File: src/rtl/npu_seq_pkg.sv
// Shared types and default sizing for the NPU layer sequencer.
// Latency: n/a (types and constants only).
// Backpressure: n/a.
//
// Contents: state_e (4-bit FSM state, also exported on state_dbg),
// wreq_kind_e (loader request kind), default parameter values and the
// set of states guarded by the watchdog.
package npu_seq_pkg;

  typedef enum logic [3:0] {
    ST_IDLE     = 4'd0,
    ST_C1_LOAD  = 4'd1,
    ST_C1_RUN   = 4'd2,
    ST_C1_SAVE  = 4'd3,
    ST_C2_LOAD  = 4'd4,
    ST_C2_RUN   = 4'd5,
    ST_C2_NEXT  = 4'd6,
    ST_FC_START = 4'd7,
    ST_FC_WAIT  = 4'd8,
    ST_FC_LOAD  = 4'd9,
    ST_FC_STEP  = 4'd10,
    ST_FC_DONE  = 4'd11,
    ST_ERR      = 4'd12
  } state_e;

  typedef enum logic [1:0] {
    WK_CONV1 = 2'd0,
    WK_CONV2 = 2'd1,
    WK_FC1   = 2'd2
  } wreq_kind_e;

  localparam int CHAN_DEF       = 10;
  localparam int C1_PIX_DEF     = 182;
  localparam int C2_PIX_DEF     = 132;
  localparam int FC1_GROUPS_DEF = 330;
  localparam int TIMEOUT_DEF    = 4096;
  localparam int WD_W           = 12;

  // States that wait on an external agent and can therefore hang.
  function automatic logic is_wait_state(input state_e s);
    return (s inside {ST_C1_LOAD, ST_C1_RUN, ST_C2_LOAD, ST_C2_RUN,
                      ST_FC_WAIT, ST_FC_LOAD});
  endfunction

endpackage

File: src/rtl/npu_seq_watchdog.sv
// Dwell-time watchdog: counts cycles since the last clear, flags expiry.
// Latency: expire_o is combinational from the counter and clr_i (no input pins).
// Backpressure: none; the counter saturates at TIMEOUT-1 until cleared.
//
// Ports: clk, rst_ni (async active-low), clr_i (first cycle of a new state),
//        expire_o (high while the current state has lasted TIMEOUT cycles).
module npu_seq_watchdog
  import npu_seq_pkg::*;
#(
  parameter int TIMEOUT = TIMEOUT_DEF
) (
  input  logic clk,
  input  logic rst_ni,
  input  logic clr_i,
  output logic expire_o
);

  localparam logic [WD_W-1:0] LIMIT = WD_W'(TIMEOUT - 1);

  logic [WD_W-1:0] cnt_q;
  logic [WD_W-1:0] cnt_d;
  logic [WD_W-1:0] cnt_eff;

  // A clear restarts counting in the very cycle the new state is entered.
  always_comb begin
    cnt_eff = clr_i ? '0 : cnt_q;
    cnt_d   = (cnt_eff == LIMIT) ? cnt_eff : cnt_eff + WD_W'(1);
  end

  assign expire_o = (cnt_eff == LIMIT);

  always_ff @(posedge clk or negedge rst_ni) begin
    if (!rst_ni) begin
      cnt_q <= '0;
    end else begin
      cnt_q <= cnt_d;
    end
  end

endmodule

File: src/rtl/npu_layer_sequencer.sv
// Runs one NPU inference: conv1, CHAN conv2 passes, fcn start, fc1 group streaming.
// Latency: every output is a register; reactions appear one cycle after the input.
// Backpressure: loader requests hold valid/kind/idx until wreq_ack; fc1 waits on fcn_fc1_valid.
//
// Ports: clk, rst_ni; host start/abort, busy/done/err/result/state_dbg;
//        loader wreq_valid/kind/idx/ack; conv trigger/clear/layer/save_done/addr;
//        psum_clear; fcn start/fc1_next/fc1_valid/done/logit.
module npu_layer_sequencer
  import npu_seq_pkg::*;
#(
  parameter int CHAN       = CHAN_DEF,
  parameter int C1_PIX     = C1_PIX_DEF,
  parameter int C2_PIX     = C2_PIX_DEF,
  parameter int FC1_GROUPS = FC1_GROUPS_DEF,
  parameter int TIMEOUT    = TIMEOUT_DEF
) (
  input  logic        clk,
  input  logic        rst_ni,
  input  logic        start,
  input  logic        abort,
  output logic        busy,
  output logic        done,
  output logic        err,
  output logic [23:0] result,
  output logic [3:0]  state_dbg,
  output logic        wreq_valid,
  output logic [1:0]  wreq_kind,
  output logic [8:0]  wreq_idx,
  input  logic        wreq_ack,
  output logic        conv_trigger,
  output logic        conv_clear,
  output logic        conv_layer,
  output logic        conv_save_done,
  input  logic [7:0]  conv_addr,
  output logic        psum_clear,
  output logic        fcn_start,
  output logic        fcn_fc1_next,
  input  logic        fcn_fc1_valid,
  input  logic        fcn_done,
  input  logic [23:0] fcn_logit
);

  localparam logic [7:0] C1_END   = 8'(C1_PIX);
  localparam logic [7:0] C2_END   = 8'(C2_PIX);
  localparam logic [8:0] LAST_CH  = 9'(CHAN - 1);
  localparam logic [8:0] N_GROUPS = 9'(FC1_GROUPS);

  state_e     state_q;
  state_e     prev_q;
  logic [8:0] ch_q;
  logic [8:0] grp_q;
  logic       wd_expire;

  // prev_q lags state_q by a cycle, so a mismatch marks the first cycle of a state.
  npu_seq_watchdog #(.TIMEOUT(TIMEOUT)) u_wd (
    .clk     (clk),
    .rst_ni  (rst_ni),
    .clr_i   (state_q != prev_q),
    .expire_o(wd_expire)
  );

  assign state_dbg = state_q;

  always_ff @(posedge clk or negedge rst_ni) begin
    if (!rst_ni) begin
      state_q        <= ST_IDLE;
      prev_q         <= ST_IDLE;
      ch_q           <= '0;
      grp_q          <= '0;
      busy           <= 1'b0;
      done           <= 1'b0;
      err            <= 1'b0;
      result         <= '0;
      wreq_valid     <= 1'b0;
      wreq_kind      <= '0;
      wreq_idx       <= '0;
      conv_trigger   <= 1'b0;
      conv_clear     <= 1'b0;
      conv_layer     <= 1'b0;
      conv_save_done <= 1'b0;
      psum_clear     <= 1'b0;
      fcn_start      <= 1'b0;
      fcn_fc1_next   <= 1'b0;
    end else begin
      prev_q         <= state_q;
      // Single-cycle strobes default low; a branch below may raise one.
      done           <= 1'b0;
      conv_trigger   <= 1'b0;
      conv_clear     <= 1'b0;
      conv_save_done <= 1'b0;
      psum_clear     <= 1'b0;
      fcn_start      <= 1'b0;
      fcn_fc1_next   <= 1'b0;

      if (abort) begin
        // Same as reset except that the last logit survives.
        state_q    <= ST_IDLE;
        ch_q       <= '0;
        grp_q      <= '0;
        busy       <= 1'b0;
        err        <= 1'b0;
        wreq_valid <= 1'b0;
        wreq_kind  <= '0;
        wreq_idx   <= '0;
        conv_layer <= 1'b0;
      end else if (wd_expire && is_wait_state(state_q)) begin
        state_q    <= ST_ERR;
        err        <= 1'b1;
        busy       <= 1'b0;
        wreq_valid <= 1'b0;
        conv_layer <= 1'b0;
      end else begin
        unique case (state_q)
          ST_IDLE, ST_ERR: begin
            if (start) begin
              state_q    <= ST_C1_LOAD;
              psum_clear <= 1'b1;
              err        <= 1'b0;
              busy       <= 1'b1;
              ch_q       <= '0;
              grp_q      <= '0;
              wreq_valid <= 1'b1;
              wreq_kind  <= WK_CONV1;
              wreq_idx   <= '0;
              conv_layer <= 1'b0;
            end
          end
          ST_C1_LOAD: begin
            if (wreq_ack) begin
              state_q      <= ST_C1_RUN;
              wreq_valid   <= 1'b0;
              conv_trigger <= 1'b1;
            end
          end
          ST_C1_RUN: begin
            if (conv_addr == C1_END) begin
              state_q        <= ST_C1_SAVE;
              conv_clear     <= 1'b1;
              conv_save_done <= 1'b1;
            end
          end
          ST_C1_SAVE: begin
            state_q    <= ST_C2_LOAD;
            wreq_valid <= 1'b1;
            wreq_kind  <= WK_CONV2;
            wreq_idx   <= ch_q;
            conv_layer <= 1'b1;
          end
          ST_C2_LOAD: begin
            if (wreq_ack) begin
              state_q      <= ST_C2_RUN;
              wreq_valid   <= 1'b0;
              conv_trigger <= 1'b1;
            end
          end
          ST_C2_RUN: begin
            if (conv_addr == C2_END) begin
              state_q    <= ST_C2_NEXT;
              conv_clear <= 1'b1;
            end
          end
          ST_C2_NEXT: begin
            if (ch_q == LAST_CH) begin
              state_q    <= ST_FC_START;
              fcn_start  <= 1'b1;
              conv_layer <= 1'b0;
            end else begin
              state_q    <= ST_C2_LOAD;
              ch_q       <= ch_q + 9'd1;
              wreq_valid <= 1'b1;
              wreq_kind  <= WK_CONV2;
              wreq_idx   <= ch_q + 9'd1;
            end
          end
          ST_FC_START: state_q <= ST_FC_WAIT;
          ST_FC_WAIT: begin
            // fcn_done wins over a pending group request.
            if (fcn_done) begin
              state_q <= ST_FC_DONE;
              result  <= fcn_logit;
              done    <= 1'b1;
              busy    <= 1'b0;
            end else if (fcn_fc1_valid && (grp_q < N_GROUPS)) begin
              state_q    <= ST_FC_LOAD;
              wreq_valid <= 1'b1;
              wreq_kind  <= WK_FC1;
              wreq_idx   <= grp_q;
            end
          end
          ST_FC_LOAD: begin
            if (wreq_ack) begin
              state_q      <= ST_FC_STEP;
              wreq_valid   <= 1'b0;
              fcn_fc1_next <= 1'b1;
            end
          end
          ST_FC_STEP: begin
            state_q <= ST_FC_WAIT;
            grp_q   <= grp_q + 9'd1;
          end
          ST_FC_DONE: state_q <= ST_IDLE;
          default:    state_q <= ST_IDLE;
        endcase
      end
    end
  end

endmodule
File: config.mk
export PLATFORM = sky130hd
export DESIGN_NAME = npu_layer_sequencer
export DESIGN_NICKNAME = d
export VERILOG_FILES = /design/src/rtl/npu_seq_pkg.sv /design/src/rtl/npu_seq_watchdog.sv /design/src/rtl/npu_layer_sequencer.sv
export SDC_FILE = /design/constraint.sdc
export NUM_CORES = 1
export LEC_CHECK = 0
export ABC_AREA = 1
export CAP_MARGIN = 20
export CORE_MARGIN = 2
export CORE_UTILIZATION = 60
export CTS_BUF_LIST = sky130_fd_sc_hd__clkbuf_8
export CTS_CLUSTER_DIAMETER = 60
export DETAILED_ROUTE_END_ITERATION = 7
export DONT_BUFFER_PORTS = 1
export PLACE_DENSITY = 0.86
export SYNTH_ARGS = -nofsm -noshare
export SYNTH_HDL_FRONTEND = slang
export SYNTH_SLANG_ARGS = --single-unit
File: constraint.sdc
create_clock -name clk -period 3.2 [get_ports clk]
set_clock_uncertainty 0.15 [all_clocks]
set_input_delay 0.96 -clock clk [delete_from_list [all_inputs] [get_ports clk]]
set_output_delay 0.96 -clock clk [all_outputs]
set_load 0.05 [all_outputs]
# Yosys cells after proc, flatten, opt, wreduce, memory -nomap -nowiden
# Index checks and enable logic that the tools add are counted.
word_totals:
  register_bits: 84
  in_bits: 39
  elab_cells: 165
op_classes:
  n_addsub: 3
  order_cmp: 1
  eq_ne: 34
  n_mux: 81
  bitwise: 2
  n_reduce_logical: 25
op_table:
  columns: ["cell", "n"]
  rows:
  - ["$mux W9", 10]
  - ["$mux W1", 43]
  - ["$mux W4", 10]
  - ["$pmux W4 S10", 1]
  - ["$pmux W9 S2", 2]
  - ["$pmux W9 S4", 1]
  - ["$mux W12", 2]
  - ["$ne A4 B3 Y1 const B", 5]
  - ["$add A9 B1 Y9 const B", 2]
  - ["$eq A4 B3 Y1 const B", 4]
  - ["$eq A4 B4 Y1 const B", 4]
  - ["$eq A8 B8 Y1 const B", 2]
  - ["$mux W2", 7]
  - ["$add A12 B1 Y12 const B", 1]
  - ["$eq A12 B12 Y1 const B", 1]
  - ["$ne A4 B2 Y1 const B", 3]
  - ["$ne A4 B4 Y1 const B", 3]
  - ["$reduce_and A6 Y1", 2]
  - ["$reduce_bool A3 Y1", 4]
  - ["$reduce_bool A5 Y1", 2]
  - ["$eq A9 B4 Y1 const B", 1]
  - ["$lt A9 B9 Y1 const B", 1]
  - ["$ne A3 B3 Y1 const B", 3]
  - ["$reduce_and A3 Y1", 3]
  - ["other kinds (22)", 29]

# Logic depth before layout (Yosys ltp)
depth:
  ltp_word: 7
  mapped_depth: 19

# By module
# Synthesis repeated with hierarchy kept, for this count alone.
hier_totals:
  cells_unflattened: 585
  hier_area_um2: 4760.8
modules_own_cells:
  columns: ["mod", "n_inst", "cells_per_inst", "area_per_inst_um2"]
  rows:
  - ["npu_layer_sequencer", 1, 479, 3871.2]
  - ["npu_seq_watchdog", 1, 106, 889.6]

# Worst setup path after synthesis
# No wires, ideal clock.
synth_timing:
  kind: "reg-to-reg"
  startpoint: "reg state_q[2] (netlist: state_dbg[2])"
  endpoint: "reg wreq_idx[0]"
  arrival_ns: 2.543
  t_required_ns: 2.928
  setup_slack_ns: 0.385
  stages_incl_launch_ff: 15
  cell_sequence: "dfrtp_1 xnor2_1 nand2_1 nor2_4 buf_6 nand2_1 inv_1 ha_1 nand2_1 nand3b_1 nor2_8 nand4_1 nand3b_2 buf_6 o21ai_1"
synth_between:
  elab_chain_cells: 6
  word_cells_on_any_way: 26
  cone_classes: "eq/ne: 16; mux: 4; reduce/logical: 6"
synth_lines:
  columns: ["element", "line_no", "rtl"]
  rows:
  - ["from (decl)", "npu_layer_sequencer.sv:48", "state_e state_q;"]
  - ["from (signal assigned)", "npu_layer_sequencer.sv:66", "state_q <= ST_IDLE;"]
  - ["from (signal assigned)", "npu_layer_sequencer.sv:97", "state_q <= ST_IDLE;"]
  - ["from (signal assigned)", "npu_layer_sequencer.sv:107", "state_q <= ST_ERR;"]
  - ["$ne A4 B4 Y1", "npu_layer_sequencer.sv:58", ".clr_i (state_q != prev_q),"]
  - ["$mux W12", "npu_seq_watchdog.sv:26", "cnt_eff = clr_i ? '0 : cnt_q;"]
  - ["$eq A12 B12 Y1", "npu_seq_watchdog.sv:30", "assign expire_o = (cnt_eff == LIMIT);"]
  - ["$logic_and A1 B1 Y1", "npu_layer_sequencer.sv:106", "end else if (wd_expire && is_wait_state(state_q)) begin"]
  - ["$ne A2 B2 Y1 (no line)", null, null]
  - ["$reduce_and A6 Y1 (no line)", null, null]
  - ["to (signal assigned)", "npu_layer_sequencer.sv:146", "wreq_idx <= ch_q;"]
  - ["to (signal assigned)", "npu_layer_sequencer.sv:172", "wreq_idx <= ch_q + 9'd1;"]
  - ["to (signal assigned)", "npu_layer_sequencer.sv:187", "wreq_idx <= grp_q;"]
  - ["to (decl)", "npu_layer_sequencer.sv:28", "output logic [8:0] wreq_idx,"]
# Several ways; a longest one is shown, not always the timed one. The select of a mux whose other input is x is not followed.
# A chain may end at the register's enable or synchronous reset.

# Worst setup path in the final report
layout_timing:
  startpoint: "reg state_q[0] (netlist: state_dbg[0])"
  endpoint: "reg wreq_idx[5]"
# Same word-level chain as after synthesis.

==> results.sh <==
export IMPL_pwr_share_clk=0.223
export IMPL_max_vdd_ir_drop_mv=0.3249
export IMPL_dr_pass1_iters=5
export IMPL_p_per_area_nw_per_um2=703.6
export IMPL_viasPerCell=5.578
export IMPL_finalSetupViolCount=0
export IMPL_reg2reg_from="state_dbg[0]"
export IMPL_critPathArrivalTime_ns=2.88
export IMPL_io_buffers=0
export IMPL_routedWlPerCell_um=15.07
export IMPL_antenna_found_initial=0
export IMPL_fmax_ghz=0.3632
export IMPL_required_ns=3.33
export IMPL_power_switching_mw=1.497
export IMPL_core_area_um2=7176
export IMPL_numCtsBuffers=9
export IMPL_clock_path_buffers=2
export IMPL_yosysWarnings=0
export IMPL_syn_to_final_growth_pct=6.014
export IMPL_overflow=0
export IMPL_maxSlewHeadroom=0.5932
export IMPL_clkTransAtPathRegs_ns=0.10
export IMPL_drc=0
export IMPL_synthFlopType="dfrtp_1"
export IMPL_grt_pass1_vias=3557
export IMPL_power_internal_mw=1.793
export IMPL_fp_dieW_um=89.74
export IMPL_final_core_util=0.6516
export IMPL_avgSynthCellArea_um2=8.433
export IMPL_maxCapViolCount=0
export IMPL_tns_ns=0
export IMPL_dieArea_um2=8052
export IMPL_initial_utilization=0.6146
export IMPL_synth_edf_count=0
export IMPL_status="complete, no violations"
export IMPL_place_detailed_hpwl_um=7093
export IMPL_start_kind="flop"
export IMPL_syn_inst=523
export IMPL_ant_nets=0
export IMPL_die_y_um=89.74
export IMPL_post_route_min_period_ns=2.753
export IMPL_r2r_cells=15
export IMPL_postCtsSetupBuffers=0
export IMPL_slew_violations=0
export IMPL_p_leak_nw=2.259
export IMPL_end_kind="flop"
export IMPL_dr_first_iter_drc_count=220
export IMPL_cts_htree_levels=3
export IMPL_pwr_share_seq=0.467
export IMPL_dp_slack_ns=0.2521
export IMPL_p_sw_frac=0.4550
export IMPL_cp_max_fo=22
export IMPL_nets=572
export IMPL_r2r_slack_ns=0.45
export IMPL_worst_slack_ns=0.4470
export IMPL_finalCritPeriodShare=0.8603
export IMPL_async_flop_share=1.000
export IMPL_diodes=0
export IMPL_netlist_area_um2=4410
export IMPL_wirelength_um=9541
export IMPL_grt_usage=0.2501
export IMPL_synth_yosys_seq_area_share=0.4766
export IMPL_vias=3531
export IMPL_syn_nets=566
export IMPL_fin_cells=633
export IMPL_grt_setup_unrepaired="false"
export IMPL_drive_gt1_frac=0.1404
export IMPL_dpl_cell_count=616
export IMPL_grt_max_degree=85
export IMPL_num_rows=31
export IMPL_worst_slew_pin_slew_ns=0.6070
export IMPL_clk_latency_ns=0.36
export IMPL_grt_pass1_wl_um=16390
export IMPL_cts_sinks=84
export IMPL_io_pins=89
export IMPL_r2r_end="wreq_idx[5]"
export IMPL_timing_final_hold_violations=0
export IMPL_root_buffer="clkbuf_8"
export IMPL_combPwrFrac=0.310
export IMPL_gp_congestion=0.9206
export IMPL_synth_seq_cells=84
export IMPL_min_path_type="primary input to asynchronous set/reset pin"
export IMPL_path_class="flop to flop"
export IMPL_synth_distinct_cells=44
export IMPL_cts_tree="yes"
metal layers:
layer / share of wire / track usage / vias to the layer above
li1: - / - / 1708
met1: 0.43 / 0.3168 / 1670
met2: 0.48 / 0.4078 / 133
met3: 0.071 / 0.06370 / 20
met4: 0.025 / 0.1128 / 0
met5: 0 / 0 / -
worst max-delay path, stage by stage (launching register included):
cell,delay (ns)
dfrtp_1,0.41
inv_1,0.08
nand2_1,0.05
nand2_1,0.05
nand2_1,0.08
nor2_4,0.14
inv_2,0.08
nor2_1,0.11
ha_1,0.17
nand2_1,0.05
nand3b_1,0.26
nor2_8,0.21
nand4_1,0.12
nand3b_2,0.49
nand2_1,0.14
o21ai_2,0.08
cell type report:
cell class              instances  area, um2
clock inverters                 7      65.06
inverters                      67      251.5
clock buffers                   9      123.9
repair buffers                  8      57.56
fillers                       585       2500
well taps                      99      123.9
multi-input cells             359       1952
flip-flops and latches         84       2102
worst max path at each step:
stage,startpoint,to,cells past startpoint
2_1_floorplan,state_dbg[2],wreq_idx[0],14
3_3_place_gp,state_dbg[0],result[2],16
3_5_place_dp,state_dbg[0],result[3],16
4_1_cts,state_dbg[0],result[6],16
5_1_grt,state_dbg[0],wreq_idx[0],15
6_report,state_dbg[0],wreq_idx[5],15
power by group through the flow:
stage | clock network [mW] | logic [mW] | registers [mW]
3_5_place_dp | 0 | 1.01 | 1.56
4_1_cts | 0.753 | 1.01 | 1.54
2_1_floorplan | 0 | 0.789 | 1.61
5_1_grt | 0.796 | 1.14 | 1.55
6_report | 0.734 | 1.02 | 1.54
3_3_place_gp | 0 | 0.980 | 1.56
metrics by stage:
stage | hold slack (ns) | power, mW | instance area (um2)
after floorplan | 0.3356 | 2.395 | 4410
after global placement | 0.3653 | 2.535 | 4477
after detailed placement | 0.3787 | 2.566 | 4477
after CTS | 0.1136 | 3.303 | 4666
after global routing | 0.1063 | 3.485 | 4676
final | 0.1323 | 3.290 | 4676
layout by cell type (no fill, tap or decap), drive strengths merged, types with 3 or more instances in the layout:
cell    count
a21oi      14
buf         8
clkbuf      9
dfrtp      84
ha          4
inv        71
nand2     164
nand3      31
nand3b      3
nand4      10
nor2       43
nor3       14
nor4        3
o21ai      32
o221ai      9
o22ai      10
xnor2       7
xor2        5
kinds of logic (layout without fill, tap and decap cells):
group           count (synthesis)  after routing  synth area share
buf+inv                        80             91           0.08198
simple gates                  272            272            0.3018
xor+xnor                       12             12           0.02383
flops                          84             84            0.4766
compound gates                 71             71            0.1044
fa+ha+maj                       4              4           0.01135
flip-flops by register name, indices dropped and copies added (netlist names):
name / cells
wreq_valid: 1
conv_clear: 1
wreq_kind: 2
fcn_start: 1
done: 1
grp_q: 9
fcn_fc1_next: 1
state_dbg: 4
conv_layer: 1
prev_q: 4
wreq_idx: 9
busy: 1
err: 1
psum_clear: 1
u_wd.cnt_q: 12
result: 24
ch_q: 9
conv_trigger: 1
conv_save_done: 1
Yosys cell counts, types with 3 or more instances:
| cell | n | area, um2 |
|---|---|---|
| a21oi_1 | 14 | 70.07 |
| buf_4 | 3 | 22.52 |
| buf_6 | 5 | 56.30 |
| clkbuf_1 | 3 | 11.26 |
| dfrtp_1 | 84 | 2102 |
| ha_1 | 4 | 50.05 |
| inv_1 | 59 | 221.5 |
| inv_2 | 6 | 22.52 |
| nand2_1 | 150 | 563.0 |
| nand2_2 | 11 | 68.82 |
| nand2_4 | 3 | 33.78 |
| nand3_1 | 26 | 130.1 |
| nand3_4 | 3 | 52.55 |
| nand4_1 | 9 | 56.30 |
| nor2_1 | 35 | 131.4 |
| nor2_2 | 4 | 25.02 |
| nor2_4 | 3 | 33.78 |
| nor3_1 | 10 | 50.05 |
| nor4_1 | 3 | 18.77 |
| o21ai_0 | 17 | 85.08 |
| o21ai_1 | 5 | 25.02 |
| o21ai_2 | 10 | 87.58 |
| o221ai_1 | 9 | 78.83 |
| o22ai_1 | 10 | 62.56 |
| xnor2_1 | 7 | 61.31 |
| xor2_1 | 5 | 43.79 |
repair_timing:
action	CTS	global route
hold buffers	0	0
resized for setup	0	1
endpoints found under the setup margin	0	5
(Power assumes the default switching activity.)
==> patch 1, RTL diff (same flow settings) <==
Change the package constant `WD_W` from 12 to 6.
--- a/src/rtl/npu_seq_pkg.sv
+++ b/src/rtl/npu_seq_pkg.sv
@@ -34,7 +34,7 @@
   localparam int C2_PIX_DEF     = 132;
   localparam int FC1_GROUPS_DEF = 330;
   localparam int TIMEOUT_DEF    = 4096;
-  localparam int WD_W           = 12;
+  localparam int WD_W           = 6;
 
   // States that wait on an external agent and can therefore hang.
   function automatic logic is_wait_state(input state_e s);
Function: same outputs for any inputs over 10 cycles, from zero or initial values and one cycle with rst_ni low; that may be too few to reach the edited logic, so the function may still have changed.
==> patch 1 against the unedited design <==
Synthesized area down 6.8%. Sequential cell count fell by 6. Final area decreased by 6.3%. Highest routed layer unchanged. Die area fell by 6.5%. Wire length increased by 3.0%. Power shrank 6.2%. Setup slack worse by 0.028 ns.
==> patch 1: results (changes against the unedited design) <==
| Metric | Value |
|---|---|
| Num CTS Buffers | 9 (unchanged) |
| Slew HR | 61.75% (+2.4 points) |
| Count of different cell masters after synthesis | 37 (-16%) |
| First-pass detailed-route iteration total | 6 (+1) |
| Final HPWL DP | 7024 um (-0.98%) |
| Met2 usage | 42.75% (+2.0 points) |
| Post-synthesis compound-gate area fraction | 7.699% (-2.7 points) |
| Share of cells above drive strength 1 | 9.576% (-4.5 points) |
| Largest net degree at the start of global routing | 79 (-7.1%) |
| GRT Total Usage | 26.53% (+1.5 points) |
| Gpl congestion | 0.9807 (+6.5%) |
| Vias in the first global route | 3,458 (-2.8%) |
| Root Driver | clkbuf_8 |
| Synth area leaders | dfrtp_1, nand2_1, nand3_1, inv_1, nor2_1 |
| Vias post-DR | 3,661 (+3.7%) |
| WL final | 9824 um (+3.0%) |
| Status | completed |
| Clock Latency Late Sink | 0.36 ns (about the same) |
| Slowest CP cell | dfrtp_1 |
| Post-synthesis sequential area ratio | 47.47% (-0.19 points) |
| First-pass GRT wire length | 15,600 um (-4.8%) |
| Initial DRC count | 270 (+23%) |
| Synth cell count leaders | nand2_1, dfrtp_1, inv_1 |
| VDD IR-drop max | 0.0003654 V (+12%) |
| Crit path DAT | 2.87 ns (about the same) |
| Met1 GRT Util | 33.17% (+1.5 points) |
| Crit-path max FO | 11 (-50%) |
| Post-synthesis adder-cell area fraction | 1.217% (+0.083 points) |
| Max Cap Violations | 0 (unchanged) |
| Met3 Use GR | 6.667% (+0.30 points) |
| Post-Synth XOR/XNOR Area | 1.065% (-1.3 points) |
| Most flops, register | result |
| P_leak | 2.246 nW (-0.58%) |
| Fillers | 540 (-7.7%) |
| Top delay family on crit path | simple AND/OR/NAND/NOR gates |
| CTS clk-pin slew, worst paths | 0.09 ns |
| Syn Nets | 577 (+1.9%) |
-- patch 1: path summary, 6_finish.rpt --
check                               from  slack (ns)       endpoint  depth (start not counted)
max                         state_dbg[3]        0.42        ch_q[2]                         14
max in group asynchronous         rst_ni        2.63       grp_q[7]                          0
min in group clk           u_wd.cnt_q[4]        0.31  u_wd.cnt_q[4]                          1
min                               rst_ni        0.14            err                          0
min reg2reg                u_wd.cnt_q[4]        0.31  u_wd.cnt_q[4]                          1
max reg2reg                 state_dbg[3]        0.42        ch_q[2]                         14
-- patch 1: metal layers --
metal	vias up	part of all wire (%)
met1	1714	39
met2	180	49
met5	-	0
met3	35	8.2
li1	1732	-
met4	0	2.9
-- patch 1: layout make-up --
cell class                      count  share of cell area, %
Clock buffer                        9                  2.828
Clock inverter                      7                  2.199
Inverter                           55                  4.741
Multi-Input combinational cell    387                  42.19
Sequential cell                    78                  44.56
Tap cell                           80                  2.285
Timing Repair Buffer                7                  1.200
-- patch 1: cells by family after synthesis --
| kind of cell | count (synthesis) |
|---|---|
| AOI/OAI and AO/OA | 55 |
| xor gates and xnor gates | 5 |
| adders and majority gates | 4 |
| buffers and inverters | 69 |
| DFF | 78 |
| and+or+nand+nor | 323 |
-- patch 1: per-stage QoR --
stage / hold slack, ns / worst slack (ns) / instance area [um^2] / std cells / total power, mW
3_5_place_dp: 0.2968 / 0.4531 / 4160 / 607 / 2.263
5_1_grt: 0.1202 / 0.08873 / 4380 / 623 / 3.231
4_1_cts: 0.1214 / 0.4280 / 4380 / 623 / 3.090
3_3_place_gp: 0.2959 / 0.6178 / 4160 / 607 / 2.223
2_1_floorplan: 0.2764 / 0.5156 / 4111 / 534 / 2.097
6_report: 0.1370 / 0.4194 / 4380 / 623 / 3.086
-- patch 1: report_power, final --
part           total [mW]  internal [mW]  switching [mW]  leakage [nW]
logic               0.792          0.243           0.549          1.07
registers            1.46           1.10           0.363          1.07
clock network       0.829          0.442           0.387         0.108
total                3.09           1.79            1.30          2.25
==> patch 2, RTL diff (same flow settings) <==
Without the edit above. Make the reset (`rst_ni`) synchronous in 2 clocked blocks. Comments in the files are not updated.
--- a/src/rtl/npu_seq_watchdog.sv
+++ b/src/rtl/npu_seq_watchdog.sv
@@ -29,7 +29,7 @@
 
   assign expire_o = (cnt_eff == LIMIT);
 
-  always_ff @(posedge clk or negedge rst_ni) begin
+  always_ff @(posedge clk) begin
     if (!rst_ni) begin
       cnt_q <= '0;
     end else begin
--- a/src/rtl/npu_layer_sequencer.sv
+++ b/src/rtl/npu_layer_sequencer.sv
@@ -61,7 +61,7 @@
 
   assign state_dbg = state_q;
 
-  always_ff @(posedge clk or negedge rst_ni) begin
+  always_ff @(posedge clk) begin
     if (!rst_ni) begin
       state_q        <= ST_IDLE;
       prev_q         <= ST_IDLE;
Check against the original RTL: differs if rst_ni is asserted again (counterexample within 4 cycles, from zero or initial values and one cycle with rst_ni low); with rst_ni held inactive, the same outputs for 10 cycles.
==> patch 2 against the unedited design <==
Via count up 14%. Wire length up 7.3%. Synthesized area down 3.7%. Sequential cell count did not move. Final area decreased by 1.3%. Setup slack got worse by 0.13 ns. Non-clock buffer count increased by 2.
Power is not compared: it rests on default switching activity, and its combinational part moved more than twofold at a synthesized area within 25%.
==> patch 2: results (changes against the unedited design) <==
| Metric | Value |
|---|---|
| VDD IR-drop max | approximately 0.00026 V |
| Num CTS Buffers | 9 (unchanged) |
| CP startpoint kind | flop |
| Final HPWL DP | 7409 um (+4.5%) |
| R2r setup slk | 0.32 ns (-0.13 ns) |
| Reg-to-reg endpoint | result[18] |
| Slowest CP cell | dfxtp_2 |
| Main synth FF type | dfxtp_1 |
| FF-to-FF Start | state_dbg[1] |
| Fin nets | 679 (+19%) |
| Worst slew pin tran | 0.6213 ns (+0.01432 ns) |
| Synth cell count leaders | nand2_1, nor2_1, inv_1 |
| Clock Latency Late Sink | around 0.37 ns |
| Yosys Warn Count | 0 (unchanged) |
| Maximum clock path buffer count | 2 (unchanged) |
| Async set-reset flop share out of synthesis | 0% (-100 points) |
| Worst reg-to-reg path cell count | 18 (+3) |
| Crit-path max FO | 24 (+9.1%) |
| Count of different cell masters after synthesis | 37 (-16%) |
| H-tree Lvls | 3 (unchanged) |
| Share of cells above drive strength 1 | 12.48% (-1.6 points) |
| Fin Hold WS | 0.3278 ns (+0.1955 ns) |
| Crit-path max cell delay | 0.38 ns (-0.11 ns) |
| Crit end category | flop |
| GRT Total Usage | 26.62% (+1.6 points) |
| P_leak | 1.897 nW |
| Gpl congestion | 0.9521 (+3.4%) |
| Post-synthesis sequential area ratio | 39.61% (-8.0 points) |
| Largest net degree at the start of global routing | 36 (-58%) |
| Synth area leaders | dfxtp_1, nand2_1, nor2_1, inv_1, a21oi_1 |
| Initial DRC count | 370 (+68%) |
| Area of placed instances | 4335 um^2 (-3.2%) |
| Crit path DAT | 2.99 ns (+0.11 ns) |
| Top delay family on crit path | simple AND/OR/NAND/NOR gates |
| Initial antenna violation count | 0 (unchanged) |
| Vias in the first global route | 3,769 (+6.0%) |
| Cell internal pwr | 1.578 mW |
| Worst Hold Class | reg -> reg |
| First-pass GRT wire length | 16,240 um (-0.93%) |
| Vias post-DR | 4,035 (+14%) |
| WL final | 10,240 um (+7.3%) |
| Status | completed |
| Syn Nets | 671 (+19%) |
==> patch 2: cell count changes after synthesis, moves of 16 or more <==
cell / delta
nor2_2: +19
nor2_1: +65
o21ai_1: +16
dfrtp_1: -84
inv_1: +26
dfxtp_1: +84
==> patch 2: kinds of logic (layout without fill, tap and decap cells) <==
| group | count (synthesis) | count (layout) | synth area share [%] |
|---|---|---|---|
| flip-flops | 84 | 84 | 39.61 |
| AND/OR/NAND/NOR | 340 | 341 | 37.02 |
| buffers and inverters | 112 | 124 | 10.79 |
| AO/OA/AOI/OAI | 85 | 85 | 10.79 |
| XOR/XNOR | 3 | 3 | 0.6190 |
| adder cells (fa/ha/maj) | 4 | 4 | 1.179 |
==> patch 2: tightest hold or removal path, delay by kind of cell (launching register included) <==
family,cells,cell delay [ns]
and+or+nand+nor,1,0.06
DFF,1,0.35
buffers and inverters,1,0.03
==> patch 2: worst min path at each step <==
stage / start / to / cells past startpoint
floorplan: ch_q[7] / ch_q[7] / 2
global placement: state_dbg[1] / prev_q[1] / 2
detailed placement: ch_q[7] / ch_q[7] / 2
CTS: ch_q[7] / ch_q[7] / 2
global route: state_dbg[2] / prev_q[2] / 2
finish: state_dbg[2] / prev_q[2] / 2
==> patch 2: cell type report <==
class                   count  area [um^2]
well taps                  96        120.1
flip-flops and latches     84         1687
inverters                  98        370.4
clock inverters             6        93.84
fillers                   565         2217
multi-input cells         433         2131
clock buffers              10        137.6
repair buffers             10        75.07
==> patch 2: layer usage <==
metal / vias up / track usage [%] / part of all wire (%)
li1: 2014 / - / -
met1: 1799 / 31.92 / 41
met2: 204 / 45.18 / 47
met5: - / 0 / 0
met3: 18 / 8.483 / 10
met4: 0 / 9.091 / 1.8
==> patch 2: power groups by stage <==
stage | logic, mW | clock network [mW] | registers (mW)
after floorplan | 0.131 | 0 | 1.12
after global placement | 0.160 | 0 | 1.12
after detailed placement | 0.166 | 0 | 1.12
after CTS | 0.168 | 0.885 | 1.10
after global routing | 0.190 | 0.948 | 1.10
final | 0.169 | 0.879 | 1.10
==> patch 2: metrics by stage <==
stage | setup slack, ns | util (%) | total power [mW] | std cells
floorplan | 0.2316 | - | 1.252 | 628
global placement | 0.1414 | 63.46 | 1.279 | 718
detailed placement | -0.009178 | 63.46 | 1.286 | 718
CTS | 0.08941 | 66.89 | 2.148 | 734
global route | 0.05658 | 67.55 | 2.236 | 737
finish | 0.3174 | 67.55 | 2.144 | 737
==> patch 2: repair_timing <==
item | 4_1_cts | 5_1_grt
endpoints found under the hold margin | 0 | 0
pin swaps | 0 | 1
setup endpoints to repair | 12 | 24
resized for setup | 1 | 6
buffers inserted | 0 | 2
cloned | 0 | 1
